## config.mk

```make
export PLATFORM = sky130hd
export DESIGN_NAME = shift_sequencer_flat
export DESIGN_NICKNAME = d
export VERILOG_FILES = /design/src/rtl/shift_pkg.sv /design/src/rtl/shift_sequencer_if.sv /design/src/rtl/shift_step.sv /design/src/rtl/shift_sequencer.sv /design/src/flat_wrapper.sv
export SDC_FILE = /design/constraint.sdc
export NUM_CORES = 1
export LEC_CHECK = 0
export CAP_MARGIN = 20
export CORE_ASPECT_RATIO = 1.5
export CORE_UTILIZATION = 45
export DETAILED_ROUTE_END_ITERATION = 7
export GPL_TIMING_DRIVEN = 0
export HOLD_SLACK_MARGIN = 0.03
export PLACE_DENSITY = 0.78
export SYNTH_ARGS = -nofsm -noshare
export SYNTH_HDL_FRONTEND = slang
export SYNTH_SLANG_ARGS = --single-unit
```

## constraint.sdc

```tcl
create_clock -name clk -period 2.3 [get_ports clk]
set_input_delay 0.46 -clock clk [delete_from_list [all_inputs] [get_ports clk]]
set_output_delay 0.46 -clock clk [all_outputs]
set_load 0.005 [all_outputs]
```

## src/rtl/shift_pkg.sv

```systemverilog
// Shared constants, FSM encoding and helpers for the iterative shift/rotate unit.
package shift_pkg;

    localparam logic [2:0] MODE_LSL = 3'b000;
    localparam logic [2:0] MODE_LSR = 3'b001;
    localparam logic [2:0] MODE_ASR = 3'b010;
    localparam logic [2:0] MODE_ROR = 3'b011;
    localparam logic [2:0] MODE_ROL = 3'b100;

    typedef enum logic [1:0] {
        ST_IDLE  = 2'd0,
        ST_SHIFT = 2'd1,
        ST_RESP  = 2'd2
    } state_e;

    // Ceiling log2, used to size the shift-count field.
    function automatic int unsigned clogb2(input int unsigned v);
        int unsigned r;
        r = 0;
        for (int i = 0; i < 32; i++) begin
            if (((v - 1) >> i) != 0) begin
                r = 32'(i + 1);
            end
        end
        return r;
    endfunction

    // Modes 101..111 are undefined and pass data through unchanged.
    function automatic logic mode_is_valid(input logic [2:0] m);
        return (m <= MODE_ROL);
    endfunction

endpackage

```

## src/rtl/shift_sequencer_if.sv

```systemverilog
// Request/response channel between ALU control and the shift sequencer.
interface shift_sequencer_if import shift_pkg::*; #(
    parameter int unsigned WIDTH = 16,
    parameter int unsigned CNT_W = clogb2(WIDTH)
);
    logic             req_valid;
    logic             req_ready;
    logic [WIDTH-1:0] req_data;
    logic [CNT_W-1:0] req_count;
    logic [2:0]       req_mode;
    logic             rsp_valid;
    logic             rsp_ready;
    logic [WIDTH-1:0] rsp_data;
    logic             rsp_negative;
    logic             rsp_zero;
    logic             rsp_carry;
    logic             busy;

    modport master (
        output req_valid, req_data, req_count, req_mode, rsp_ready,
        input  req_ready, rsp_valid, rsp_data, rsp_negative, rsp_zero, rsp_carry, busy
    );

    modport slave (
        input  req_valid, req_data, req_count, req_mode, rsp_ready,
        output req_ready, rsp_valid, rsp_data, rsp_negative, rsp_zero, rsp_carry, busy
    );
endinterface

```

## src/rtl/shift_step.sv

```systemverilog
// One single-bit shift or rotate step; unknown modes hold the word.
module shift_step import shift_pkg::*; #(
    parameter int unsigned WIDTH = 16
) (
    input  logic [WIDTH-1:0] w,
    input  logic [2:0]       mode,
    output logic [WIDTH-1:0] w_next,
    output logic             out_bit
);
    // Step table: new word and the bit that falls off the end.
    always_comb begin
        w_next  = w;
        out_bit = 1'b0;
        case (mode)
            MODE_LSL: begin w_next = {w[WIDTH-2:0], 1'b0};      out_bit = w[WIDTH-1]; end
            MODE_LSR: begin w_next = {1'b0, w[WIDTH-1:1]};      out_bit = w[0];       end
            MODE_ASR: begin w_next = {w[WIDTH-1], w[WIDTH-1:1]}; out_bit = w[0];      end
            MODE_ROR: begin w_next = {w[0], w[WIDTH-1:1]};      out_bit = w[0];       end
            MODE_ROL: begin w_next = {w[WIDTH-2:0], w[WIDTH-1]}; out_bit = w[WIDTH-1]; end
            default:  begin w_next = w;                          out_bit = 1'b0;      end
        endcase
    end
endmodule

```

## src/rtl/shift_sequencer.sv

```systemverilog
// Iterative shift/rotate unit: one bit per clock behind valid/ready channels.
module shift_sequencer import shift_pkg::*; #(
    parameter int unsigned WIDTH = 16,
    parameter int unsigned CNT_W = clogb2(WIDTH)
) (
    input  logic             clk,
    input  logic             reset,
    shift_sequencer_if.slave bus
);
    state_e           state_q, state_d;
    logic [WIDTH-1:0] work_q, work_d;
    logic [CNT_W-1:0] remain_q, remain_d;
    logic [2:0]       mode_q, mode_d;
    logic             carry_q, carry_d;

    logic [WIDTH-1:0] step_in, step_out;
    logic [2:0]       step_mode;
    logic             step_bit;
    logic             rsp_valid;

    // In IDLE the step unit sees the incoming operand so the first shift
    // happens on the accepting edge; afterwards it iterates the working word.
    always_comb begin
        step_in   = work_q;
        step_mode = mode_q;
        if (state_q == ST_IDLE) begin
            step_in   = bus.req_data;
            step_mode = bus.req_mode;
        end
    end

    shift_step #(.WIDTH(WIDTH)) u_step (
        .w       (step_in),
        .mode    (step_mode),
        .w_next  (step_out),
        .out_bit (step_bit)
    );

    // Next-state, datapath and count update.
    always_comb begin
        state_d  = state_q;
        work_d   = work_q;
        remain_d = remain_q;
        mode_d   = mode_q;
        carry_d  = carry_q;
        unique case (state_q)
            ST_IDLE: begin
                if (bus.req_valid) begin
                    mode_d = bus.req_mode;
                    if (bus.req_count == '0 || !mode_is_valid(bus.req_mode)) begin
                        work_d   = bus.req_data;
                        carry_d  = 1'b0;
                        remain_d = '0;
                        state_d  = ST_RESP;
                    end else begin
                        work_d   = step_out;
                        carry_d  = step_bit;
                        remain_d = bus.req_count - CNT_W'(1);
                        state_d  = (bus.req_count == CNT_W'(1)) ? ST_RESP : ST_SHIFT;
                    end
                end
            end
            ST_SHIFT: begin
                work_d   = step_out;
                carry_d  = step_bit;
                remain_d = remain_q - CNT_W'(1);
                if (remain_q == CNT_W'(1)) begin
                    state_d = ST_RESP;
                end
            end
            ST_RESP: begin
                if (bus.rsp_ready) begin
                    state_d = ST_IDLE;
                end
            end
            default: state_d = ST_IDLE;
        endcase
    end

    // State and datapath registers; reset aborts any operation in flight.
    always_ff @(posedge clk or posedge reset) begin
        if (reset) begin
            state_q  <= ST_IDLE;
            work_q   <= '0;
            remain_q <= '0;
            mode_q   <= '0;
            carry_q  <= 1'b0;
        end else begin
            state_q  <= state_d;
            work_q   <= work_d;
            remain_q <= remain_d;
            mode_q   <= mode_d;
            carry_q  <= carry_d;
        end
    end

    // Outputs decode straight from flops; response fields are zero unless valid.
    assign rsp_valid        = (state_q == ST_RESP);
    assign bus.rsp_valid    = rsp_valid;
    assign bus.req_ready    = (state_q == ST_IDLE);
    assign bus.busy         = (state_q != ST_IDLE);
    assign bus.rsp_data     = rsp_valid ? work_q : '0;
    assign bus.rsp_negative = rsp_valid & work_q[WIDTH-1];
    assign bus.rsp_zero     = rsp_valid & (work_q == '0);
    assign bus.rsp_carry    = rsp_valid & carry_q;

endmodule

```

## src/flat_wrapper.sv

```systemverilog
// flat-port wrapper written by rule: the top's interface ports become plain ports
module shift_sequencer_flat import shift_pkg::*;
#(
    parameter int unsigned WIDTH = 16,
    parameter int unsigned CNT_W = clogb2(WIDTH)
)
  (clk, reset, bus_req_valid, bus_req_data, bus_req_count, bus_req_mode, bus_rsp_ready, bus_req_ready, bus_rsp_valid, bus_rsp_data, bus_rsp_negative, bus_rsp_zero, bus_rsp_carry, bus_busy);
  shift_sequencer_if #(.WIDTH(WIDTH), .CNT_W(CNT_W)) bus_i ();
  input  logic clk;
  input  logic reset;
  input wire logic [$bits(bus_i.req_valid)-1:0] bus_req_valid;
  input wire logic [$bits(bus_i.req_data)-1:0] bus_req_data;
  input wire logic [$bits(bus_i.req_count)-1:0] bus_req_count;
  input wire logic [$bits(bus_i.req_mode)-1:0] bus_req_mode;
  input wire logic [$bits(bus_i.rsp_ready)-1:0] bus_rsp_ready;
  output wire logic [$bits(bus_i.req_ready)-1:0] bus_req_ready;
  output wire logic [$bits(bus_i.rsp_valid)-1:0] bus_rsp_valid;
  output wire logic [$bits(bus_i.rsp_data)-1:0] bus_rsp_data;
  output wire logic [$bits(bus_i.rsp_negative)-1:0] bus_rsp_negative;
  output wire logic [$bits(bus_i.rsp_zero)-1:0] bus_rsp_zero;
  output wire logic [$bits(bus_i.rsp_carry)-1:0] bus_rsp_carry;
  output wire logic [$bits(bus_i.busy)-1:0] bus_busy;
  assign bus_i.req_valid = bus_req_valid;
  assign bus_i.req_data = bus_req_data;
  assign bus_i.req_count = bus_req_count;
  assign bus_i.req_mode = bus_req_mode;
  assign bus_i.rsp_ready = bus_rsp_ready;
  assign bus_req_ready = bus_i.req_ready;
  assign bus_rsp_valid = bus_i.rsp_valid;
  assign bus_rsp_data = bus_i.rsp_data;
  assign bus_rsp_negative = bus_i.rsp_negative;
  assign bus_rsp_zero = bus_i.rsp_zero;
  assign bus_rsp_carry = bus_i.rsp_carry;
  assign bus_busy = bus_i.busy;
  shift_sequencer #(.WIDTH(WIDTH), .CNT_W(CNT_W)) u_core (.clk(clk), .reset(reset), .bus(bus_i));
endmodule
```

==> results.md, run 1 <==
- Crit path arrival time: 1780 ps
- Die Wd: 61.5 um
- # rows: 32
- CTS sink cnt: 26
- Worst Hold Class: reg -> reg
- Post-layout min period: about 2200 ps
- Synth Area in Compound Gates: 0.267
- Clk slew on worst S/H paths: ~100 ps
- Final setup fails: 0
- Mux contribution to synthesized area: 0.144
- Fmax: 0.445 GHz
- RSZ-0062 raised after global routing: no
- Synthesis-to-layout area growth: 35.6%
- Slew Viols, Final: 0
- First-pass GRT wire length: 12.3 mm
- Largest family of logic cells by synthesized area: compound AO/OA/AOI/OAI gates
- Largest net degree at the start of global routing: 27
- CP Max Fanout: 10
- Mapped cell area: 2390 um2
- Post-Route Skew: 4.79 ps
- Most frequent cells after synthesis: 30 x mux2i_1, 26 x dfrtp_1, 26 x o21ai_0
- Syn Area/Cell: 8.14 um2
- Initial DRC count: 210
- Cell variety after synth: 50
- Main synth FF type: dfrtp_1
- Synthesis-stage register bit count: 26
- Synth Area in Simple Gates: 0.222
- Placeable Area: 5120 um2
- Sequential area share after synthesis: 0.272
- Routed Antenna Nets: 0
- GRT Overall Usage: 0.286
- Share of layout cells above drive strength 1: 0.174
- Met1 GRT Util: 0.353
- Ports: 49
- Vias in the first global route: 2633
- Routed via count: 2637
- Ant. Diodes: 0
- DRC: 0
- Wirelength per Cell: 17.6 um
- CTS root buf: clkbuf_8
- Final worst-path cycle share: 0.976
- Post-DP Area: 2960 um2
- Post-layout util: 0.633
- Power per Cell Area: around 1300 nW/um2
- EDFF count, synth: 0
- First-pass DRT Iterations: 4
- Yosys warnings: 0
- Pleak: roughly 1.4 nW
- H-tree depth: 1
- Initial Utilization: 0.467
- Mapped Cells: 294
- Die ar.: approximately 5600 um2
- Top cell type by total area after synthesis: dfrtp_1
- Overflow after GRT: 0
- R2r setup slk: ~100 ps
- WL final: 7.58 mm
- Xor/xnor cell area share of the yosys netlist: 0.00732
- Fillers: 474
- CTS Buf Count: 3
- Port Buffers: 48
- Post-synth top area share: 0.272
- Worst-margin pin slew: 819 ps
- Net Count, Synth: 325
- Maximum vdd drop: between 600 and 700 uV
- Die Height: 91.3 um
- Setup Crit Path Kind: reg -> out
- Worst Setup End Kind: output pin
- Layout Cell Area excl Fill: 3240 um2
- Status: finished, final reports clean
- Met3 GRT Util: 0.0285
- Initial antenna violation count: 0
- Post-CTS Hold Fix Bufs: 0
- RePlAce Congestion: 0.855
- Final hold vios: 0
- Adder-Cell Fraction of Synth Area: 0.0209
- Critical Path RT: 1840 ps
- CP startpoint kind: register
- Count leader, synth: mux2i_1
- Minimum hold slack: about 480 ps
- Vias per inst: roughly 6.1
- CTS tree: done
- Synth async-reset ratio: 1.00
- CTS max path bufs: 2
- Total power: between 0.004 and 0.005 W
- Final HPWL DP: 5.24 mm
- Layout Nets: 394
- Max_cap viols: 0
- GRT Max-Usage Layer: met2
- Met2 usage: 0.485
- Slew margin rel.: 0.453
- Synth top area cells: dfrtp_1 27%, mux2i_1 13%, o21ai_0 5.4%
- Clock latency on the worst-skew pair: 280 ps
per-stage QoR:
| stage | setup TNS, ps | setup WS, ps | cells |
|---|---|---|---|
| 2_1_floorplan | 0 | 296 | 294 |
| 3_3_place_gp | -7110 | -474 | 410 |
| 3_5_place_dp | -8720 | -529 | 410 |
| 4_1_cts | 0 | 5.40 | 424 |
| 5_1_grt | 0 | 6.06 | 430 |
| 6_report | 0 | 55.2 | 430 |
routing by layer:
layer  vias up  share of wire
met1      1258           0.38
li1       1235              -
met4         0          0.027
met5         -              0
met3        20          0.061
met2       124           0.53
worst paths after layout:
path                                    from                  to  cells past startpoint
max in group asynchronous              reset    u_core.work_q[4]                      3
min in group asynchronous              reset  u_core.remain_q[3]                      2
max                        u_core.state_q[0]            bus_busy                      4
min                           u_core.carry_q      u_core.carry_q                      1
min reg2reg                   u_core.carry_q      u_core.carry_q                      1
max reg2reg                u_core.state_q[0]    u_core.work_q[7]                      6
placed cells by master, fill, tap and decap left out, types with 4 or more instances in the layout:
master and count:
clkdlybuf4s50_1 43, mux2i_1 30, o21ai_0 26, dfrtp_1 22, nand2_1 20, and2_1 17
buf_4 17, nor2_1 16, nor3_1 16, nand3_1 11, a211oi_1 10, a21oi_1 10
buf_2 9, o31ai_1 7, inv_1 7, clkbuf_1 6, o21ai_1 6, a32o_1 6
o32ai_1 6, clkbuf_8 5, buf_6 4, mux2_2 4, ha_1 4, dlymetal6s2s_1 4
dfrtp_2 4
registers in the layout, indices dropped and copies added (netlist names):
signal / flops
u_core.work_q: 16
u_core.mode_q: 3
u_core.carry_q: 1
u_core.remain_q: 4
u_core.state_q: 2
critical path, stage by stage (launching register included):
cell and delay (ps):
dfrtp_2 450, or2_2 280, buf_2 180, buf_6 160, clkdlybuf4s50_1 440
layout make-up:
cell class / instances / area, um2 / share of cell area
timing repair buffer: 65 / 624 / 0.192
inverter: 8 / 37.5 / 0.0116
buffer: 23 / 156 / 0.0482
sequential: 26 / 656 / 0.202
clock buffer: 4 / 55.1 / 0.0170
tap: 68 / 85.1 / 0.0262
multi-input combinational: 236 / 1630 / 0.503
report_power, final:
group	internal (W)	total [W]	switching, W
registers	0.000703	0.000986	0.000284
logic	0.00139	0.00295	0.00156
clock network	0.000153	0.000314	0.000160
cell families after synthesis:
| kind of cell | after synthesis |
|---|---|
| buf+inv | 32 |
| compound gates | 93 |
| flops | 26 |
| mux | 34 |
| xor+xnor | 2 |
| simple gates | 103 |
| fa+ha+maj | 4 |
what timing repair did:
action | in CTS | in global routing
pin swaps | 1 | 1
setup endpoints to repair | 38 | 30
cloned | 0 | 0
gates resized for setup | 19 | 15
buffers inserted | 11 | 5
Note: power is estimated with default switching activity, not from simulation.
==> run 2, diff against run 1 <==
HOLD_SLACK_MARGIN = default   (was 0.03)
clock period = 2.8 ns   (was 2.3 ns; I/O delays follow)
==> results.md, run 2 (synthesis gave the netlist of run 1 again) <==
- Maximum vdd drop: 497 uV
- Pint: 0.00165 W
- Worst Setup End Kind: output pin
- Total power: ~0.0032 W
- WHS Path Cells: 1
- Seq pwr share: 0.266
- RSZ-0062 raised after global routing: no
- CP startpoint kind: register
- Largest net degree at the start of global routing: 27
- Final setup fails: 0
- Crit path arrival time: between 2000 and 2500 ps
- Max_cap viols: 0
- Reg with most FFs: u_core.work_q
- Placeable Area: 5120 um2
- H-tree depth: 1
- Post-layout min period: 2670 ps
- Max reg flops: 16
- GRT Overall Usage: 0.272
- Routed via count: 2524
- Slew Viols, Final: 0
- CTS tree: done
- Ports: 49
- Port Buffers: 48
- Routed Antenna Nets: 0
- Hold Path Sink: u_core.carry_q
- Post-layout util: 0.594
- Pleak: ~1.2 nW
- First-pass DRT Iterations: 4
- Final worst-path cycle share: 0.954
- Worst-margin pin slew: 793 ps
- Die ar.: 5620 um2
- Synthesis-to-layout area growth: 27.3%
- Ant. Diodes: 0
- Finished Layout Cells: 415
- Initial antenna violation count: 0
- Top flop regs: u_core.work_q x16, u_core.remain_q x4, u_core.mode_q x3
- R2r setup slk: 760 ps
- Vias in the first global route: approximately 2600
- Initial DRC count: roughly 180
- Clk slew on worst S/H paths: 100 ps
- Post-Route Skew: ~6.7 ps
- Vias per inst: around 6.1
- Wirelength per Cell: 17.2 um
- CTS Buf Count: 3
- # rows: 32
- Most frequent cells in the layout: 48 x clkdlybuf4s50_1, 30 x mux2i_1, 26 x o21ai_0, 26 x dfrtp_1, 22 x nand2_1
- R2R cell count: 5
- Clock group share of total power: 0.082
- Post-CTS setup buffers: 0
- Critical Path RT: 2240 ps
- Initial Utilization: 0.467
- Reg2reg end: u_core.work_q[7]
- Clock latency on the worst-skew pair: 280 ps
- CP Max Fanout: 10
- WL final: between 7 and 8 mm
- Die Height: 91.3 um
- Layout Nets: 379
- Commonest non-fill, non-tap cell in the layout: clkdlybuf4s50_1
- Slew margin rel.: 0.470
- Power per Cell Area: ~1000 nW/um2
- Status: finished, final reports clean
- Share of layout cells above drive strength 1: 0.110
- Combinational share of power: 0.652
- Final hold vios: 0
- First-pass GRT wire length: 11.8 mm
- Inst Count DP: a little over 400
- CTS sink cnt: 26
- DRC: 0
- Switching share of power: 0.485
- Overflow after GRT: 0
- Post-CTS Hold Fix Bufs: 0
- Die Wd: 61.5 um
- Worst Hold Class: reg -> reg
- CTS root buf: clkbuf_8
- Fmax: 0.374 GHz
- Hold path startpoint: u_core.carry_q
- RePlAce Congestion: between 0.8 and 0.9
- CTS max path bufs: 2
- Worst R2R Start: u_core.state_q[0]
- Final HPWL DP: 5.24 mm
- Net Sw Power: around 0.0015 W
- Setup Crit Path Kind: reg -> out
==> run 2: changes by cell type in the layout (fill, tap and decap cells not counted), sizes merged <==
cell / delta
buf: -15
clkdlybuf4s50: +5
dlymetal6s2s: -4
dlygate4sd2: -1
==> run 2: power groups by stage <==
stage                     logic, W  registers [W]  clock network, W
final                      0.00208       0.000851          0.000261
after global routing       0.00229       0.000880          0.000270
after CTS                  0.00206       0.000840          0.000259
after detailed placement   0.00205       0.000847                 0
after global placement     0.00201       0.000840                 0
after floorplan            0.00150       0.000753                 0
==> run 2: what timing repair did <==
action                     CTS  global route
cloned                       0             0
pin swaps                    0             0
gates resized for setup      1             1
setup endpoints to repair    9             1
==> run 2: worst max-delay path: stages, from the launching register on <==
cell,delay [ps]
dfrtp_1,460
nor2b_1,130
clkbuf_2,250
clkbuf_1,310
and2_1,180
clkdlybuf4s50_1,500
==> run 2: cell type report <==
class	instances	area [um2]
clock buffers	4	55.1
well taps	68	85.1
repair buffers	49	508
inverters	8	32.5
flip-flops and latches	26	651
plain buffers	24	126
multi-input cells	236	1590
fillers	506	2080
==> run 2: worst max-delay path by stage <==
| stage | endpoint | slack, ps | from |
|---|---|---|---|
| 2_1_floorplan | u_core.work_q[11] | 700 | bus_req_count[1] |
| 3_3_place_gp | u_core.work_q[12] | -70 | bus_req_count[0] |
| 3_5_place_dp | u_core.work_q[12] | -130 | bus_req_count[0] |
| 4_1_cts | bus_rsp_data[5] | 120 | u_core.state_q[0] |
| 5_1_grt | bus_rsp_data[5] | 8 | u_core.state_q[1] |
| 6_report | bus_rsp_data[5] | 130 | u_core.state_q[0] |
==> run 2: routing by layer <==
| layer | global-route usage | vias up | routed length, um |
|---|---|---|---|
| met5 | 0 | - | 0 |
| li1 | - | 1207 | - |
| met2 | 0.470 | 88 | 3760 |
| met3 | 0.0199 | 16 | 304 |
| met1 | 0.335 | 1213 | 2920 |
| met4 | 0.109 | 0 | 171 |
==> run 2: through the flow <==
step | area, um2 | TNS (ps) | setup WS, ps | hold slack (ps)
floorplan | 2390 | 0 | 696 | 441
global placement | 2960 | -296 | -74.2 | 457
detailed placement | 2960 | -715 | -129 | 462
CTS | 3010 | 0 | 119 | 485
global route | 3050 | 0 | 7.51 | 529
finish | 3050 | 0 | 128 | 481
